==> src/rtl/bcd_updown_chain.sv <==
// Multi-digit BCD up/down counter with a per-digit modulus, parallel load,
// and combinational carry/borrow strobes for cascading instances.

// One BCD digit: holds its own state, clamps loads, and steps on carry/borrow.
module bcd_updown_digit #(
   parameter int MOD = 10
) (
   input  logic       clk_out,
   input  logic       rst,
   input  logic       load,
   input  logic [3:0] load_digit,
   input  logic       carry,
   input  logic       borrow,
   output logic [3:0] digit,
   output logic       at_max,
   output logic       at_zero
);

   localparam logic [3:0] MAXD = 4'(MOD - 1);

   assign at_max  = (digit == MAXD);
   assign at_zero = (digit == 4'd0);

   // Digit register: load (clamped) wins, otherwise step up/down on the incoming ripple.
   always_ff @(posedge clk_out or posedge rst) begin
      if (rst)
         digit <= 4'd0;
      else if (load)
         digit <= (load_digit > MAXD) ? MAXD : load_digit;
      else if (carry)
         digit <= at_max ? 4'd0 : digit + 4'd1;
      else if (borrow)
         digit <= at_zero ? MAXD : digit - 4'd1;
   end

endmodule

module bcd_updown_chain #(
   parameter int                    DIGITS   = 2,
   parameter logic [4*DIGITS-1:0]   MOD_LIST = 8'h6A,
   parameter bit                    WRAP     = 1'b1
) (
   input  logic                  clk_out,
   input  logic                  rst,
   input  logic                  increase,
   input  logic                  decrease,
   input  logic                  load,
   input  logic [4*DIGITS-1:0]   load_value,
   output logic [4*DIGITS-1:0]   value,
   output logic                  over,
   output logic                  under,
   output logic                  is_zero
);

   logic                inc_req;
   logic                dec_req;
   logic                all_max;
   logic                all_zero;
   logic                freeze;
   logic [DIGITS-1:0]   at_max;
   logic [DIGITS-1:0]   at_zero;
   logic [DIGITS-1:0]   carry;
   logic [DIGITS-1:0]   borrow;

   // Load dominates; simultaneous up and down cancel out.
   assign inc_req  = increase & ~decrease & ~load;
   assign dec_req  = decrease & ~increase & ~load;

   assign all_max  = &at_max;
   assign all_zero = &at_zero;

   assign over     = inc_req & all_max;
   assign under    = dec_req & all_zero;
   assign is_zero  = all_zero;

   // In saturating mode the overflowing/underflowing step is suppressed entirely,
   // so the ripple never starts and every digit holds.
   assign freeze   = ~WRAP & (over | under);

   genvar i;
   generate
      for (i = 0; i < DIGITS; i++) begin : g_digit
         if (i == 0) begin : g_first
            assign carry[i]  = inc_req & ~freeze;
            assign borrow[i] = dec_req & ~freeze;
         end else begin : g_rest
            assign carry[i]  = carry[i-1]  & at_max[i-1];
            assign borrow[i] = borrow[i-1] & at_zero[i-1];
         end

         bcd_updown_digit #(
            .MOD (int'(MOD_LIST[4*i +: 4]))
         ) u_digit (
            .clk_out    (clk_out),
            .rst        (rst),
            .load       (load),
            .load_digit (load_value[4*i +: 4]),
            .carry      (carry[i]),
            .borrow     (borrow[i]),
            .digit      (value[4*i +: 4]),
            .at_max     (at_max[i]),
            .at_zero    (at_zero[i])
         );
      end
   endgenerate

endmodule

==> config.mk <==
export PLATFORM = sky130hd
export DESIGN_NAME = bcd_updown_chain
export DESIGN_NICKNAME = d
export VERILOG_FILES = /design/src/rtl/bcd_updown_chain.sv
export SDC_FILE = /design/constraint.sdc
export NUM_CORES = 1
export LEC_CHECK = 0
export BUFFER_PORTS_ARGS = -buffer_cell sky130_fd_sc_hd__buf_4
export CAP_MARGIN = 0
export CORE_AREA = 3 3 44 46
export CTS_CLUSTER_SIZE = 25
export DETAILED_ROUTE_END_ITERATION = 8
export DIE_AREA = 0 0 47 49
export HOLD_SLACK_MARGIN = 0.08
export PLACE_DENSITY_LB_ADDON = 0.15
export SYNTH_ARGS = -nofsm -noshare
export SYNTH_HDL_FRONTEND = slang
export SYNTH_SLANG_ARGS = --single-unit
==> constraint.sdc <==
create_clock -name clk_out -period 2.17 [get_ports clk_out]
set_clock_uncertainty 0.05 [all_clocks]
set_input_delay 0.217 -clock clk_out [delete_from_list [all_inputs] [get_ports clk_out]]
set_output_delay 0.217 -clock clk_out [all_outputs]
set_load 0.02 [all_outputs]
==> load_flow_metrics.sql <==
INSERT INTO impl_metrics (metric_group, metric, value, unit) VALUES
('layout', 'antenna_cells_inserted', '0', ''),
('route', 'avgViaCountPerCell', '6.14', ''),
('timing', 'setup-violations-final', '0', ''),
('worst_setup_path', 'worstPathCellList', 'and4bb_4 -> nand2_1 -> nor4b_1 -> buf_4', ''),
('timing', 'layout_setup_ws', '133', 'ps'),
('clock_tree', 'cts_tree', 'done', ''),
('floorplanning', 'initial_core_util', '0.518', ''),
('clock_tree', 'cts.htree.levels', '1', ''),
('power', 'pwr-share-seq', '0.386', ''),
('layout', 'largest_register_ff_count', '8', ''),
('timing', 'hold_viol', '0', ''),
('layout', 'fin_nets', '131', ''),
('synthesis', 'synth_seq_cells', '8', ''),
('worst_setup_path', 'crit_path_top_delay_cell', 'dfrtp_1', ''),
('timing', 'slew_headroom', '0.773', ''),
('timing', 'total_negative_setup_slack', '0', 'ps'),
('floorplanning', 'die_h', '49', 'µm'),
('power', 'total_switching_power', '212', 'µW'),
('global_route', 'grt_start_max_net_pins', '19', ''),
('floorplanning', 'pin_count', '24', ''),
('layout', 'layoutNonFillerInstCount', '132', ''),
('worst_hold_path', 'hold_path_class', 'in2reg', ''),
('floorplanning', 'fp.dieArea', '2300', 'µm²'),
('synthesis', 'synth_top_area_share', '0.251', ''),
('synthesis', 'largest_family_of_logic_cells_by_synthesized_area', 'simple AND/OR/NAND/NOR gates', ''),
('worst_setup_path', 'critical_path.endpoint_type', 'output port', ''),
('route', 'drt_first_iter_violations', '20', ''),
('worst_setup_path', 'cpPeakStageDelay', '490', 'ps'),
('synthesis', 'synth-main-ff-cell', 'dfrtp_1', ''),
('floorplanning', 'fp.coreArea', '1540', 'µm²'),
('synthesis', 'yosys.area_share.simple', '0.342', ''),
('layout', 'top_register', 'g_digit.u_digit.digit', ''),
('route', 'postRouteWirelength', '1980', 'µm'),
('route', 'route.detailed.wl_per_inst', '15.0', 'µm'),
('floorplanning', 'die_x', '47', 'µm'),
('worst_setup_path', 'worst_path_dominant_cell_family', 'simple AND/OR/NAND/NOR gates', ''),
('layout', 'post_route_cells_drive_above_1_share', '0.293', ''),
('synthesis', 'post-synth-top-count-cell', 'dfrtp_1', ''),
('synthesis', 'synth.area.top_cells', 'dfrtp_1 (25%), nor4b_1 (4.4%), buf_2 (3.8%), o21ai_0 (3.8%), xnor2_1 (3.3%)', ''),
('timing', 'hold_slack', '128', 'ps'),
('timing', 'total_count_of_max_transition_violations_in_the_final_report', '0', ''),
('power', 'power.internal', '342', 'µW'),
('power', 'power_density', '559', 'nW/µm²'),
('power', 'cellLeakagePower', '0.000431', 'µW'),
('synthesis', 'synthesis.instances', '96', ''),
('timing', 'rsz0062_at_grt', 'false', ''),
('synthesis', 'yosys.cell_types.count', '42', ''),
('synthesis', 'synth_adder_area_share', '0', ''),
('global_route', 'first_global_vias', '751', ''),
('timing', 'timing.final.crit_share', '0.939', ''),
('synthesis', 'ys_seq_area_frac', '0.251', ''),
('synthesis', 'synth_compound_area_frac', '0.213', ''),
('power', 'pwr-share-clk', '0.211', ''),
('route', 'route.antenna.remaining_nets', '0', ''),
('layout', 'layout_top_registers', 'g_digit.u_digit.digit (8)', ''),
('place', 'numPlacedInstances', '128', ''),
('synthesis', 'yosys_warnings', '0', ''),
('place', 'port_buffers', '23', ''),
('worst_setup_path', 'critical_path.max_fanout', '12', ''),
('clock_tree', 'clk_path_buf_depth', '2', ''),
('power', 'power.share.switching', '0.383', ''),
('clock_tree', 'clock_insertion_delay_worst_skew', '260', 'ps'),
('layout', 'layout-area-overhead-vs-synth', '24.1', '%'),
('worst_setup_path', 'cp_data_required_time', '1900', 'ps'),
('route', 'via_count', '811', ''),
('clock_tree', 'cts_root_buffer', 'clkbuf_4', ''),
('run_status', 'outcome', 'completed', ''),
('route', 'total_drc_errors_in_the_routed_layout', '0', ''),
('power', 'vdd_drop_max', '0.000422', 'V'),
('synthesis', 'synth.area.mux_share', '0.0392', ''),
('place', 'preCtsSetupSlack', '416', 'ps');
## cells by family after synthesis
logic type	count (synthesis)
compound gates	25
flops	8
buf+inv	15
mux	3
xor+xnor	6
simple gates	39
## routing by layer
metal  track usage  vias to the layer above  routed length (µm)
met5             0                        -                   0
met4        0.0507                        0                  29
met3        0.0812                        6                 153
met2         0.287                       33                 947
met1         0.253                      373                 849
li1              -                      399                   -
## repair_timing
action | 4_1_cts | 5_1_grt
endpoints found under the setup margin | 0 | 1
buffers inserted | 0 | 0
resized for setup | 0 | 1
endpoints found under the hold margin | 8 | 0
hold buffers | 1 | 0
## cells in the final DEF (no fill, tap or decap), drive strengths merged, types with 2 or more instances in the layout
cell type  synthesis  layout
a211oi             3       3
a21oi              2       2
a22o               3       3
a31oi              3       3
and2               2       2
and3               3       3
buf                7      25
clkbuf             2       3
dfrtp              8       8
inv                6       6
mux2i              2       2
nand2              6       6
nor2               5       5
nor2b              4       4
nor3               2       2
nor3b              2       2
nor4               2       2
nor4b              5       5
o21ai              8       8
xnor2              3       3
xor2               3       3
## stage by stage
step / cell area [µm²] / utilization
after CTS: 990 / 0.642
after global placement: 957 / 0.621
after global routing: 991 / 0.643
after floorplan: 798 / -
after detailed placement: 957 / 0.621
final: 991 / 0.643
## path summary, 6_finish.rpt
kind | from | to | slack (ps) | cells after the start
min in group asynchronous | rst | g_digit[1].u_digit.digit[2] | 420 | 3
max | g_digit[0].u_digit.digit[1] | over | 130 | 4
max in group asynchronous | rst | g_digit[0].u_digit.digit[3] | 1370 | 3
max reg2reg | g_digit[0].u_digit.digit[0] | g_digit[0].u_digit.digit[1] | 530 | 4
min | load_value[3] | g_digit[0].u_digit.digit[2] | 130 | 2
min reg2reg | g_digit[0].u_digit.digit[2] | g_digit[0].u_digit.digit[2] | 670 | 2
## power groups by stage
stage          logic (µW)  registers (µW)  clock network (µW)
2_1_floorplan         160             208                   0
3_3_place_gp          219             213                   0
3_5_place_dp          222             215                   0
4_1_cts               224             212                 123
5_1_grt               247             219                 130
6_report              223             214                 117
## worst reg2reg max path: stages, from the launching register on
cell	delay (ps)
dfrtp_1	520
buf_4	240
mux2i_1	250
mux2_1	350
o22ai_1	160
## layout make-up
type,count,area (µm²)
fill,139,551
clock buffer,3,22.5
timing repair buffer,26,198
tap,16,20.0
sequential,8,201
multi-input combinational,73,527
inverter,6,22.5
Note: power is estimated with default switching activity, not from simulation.
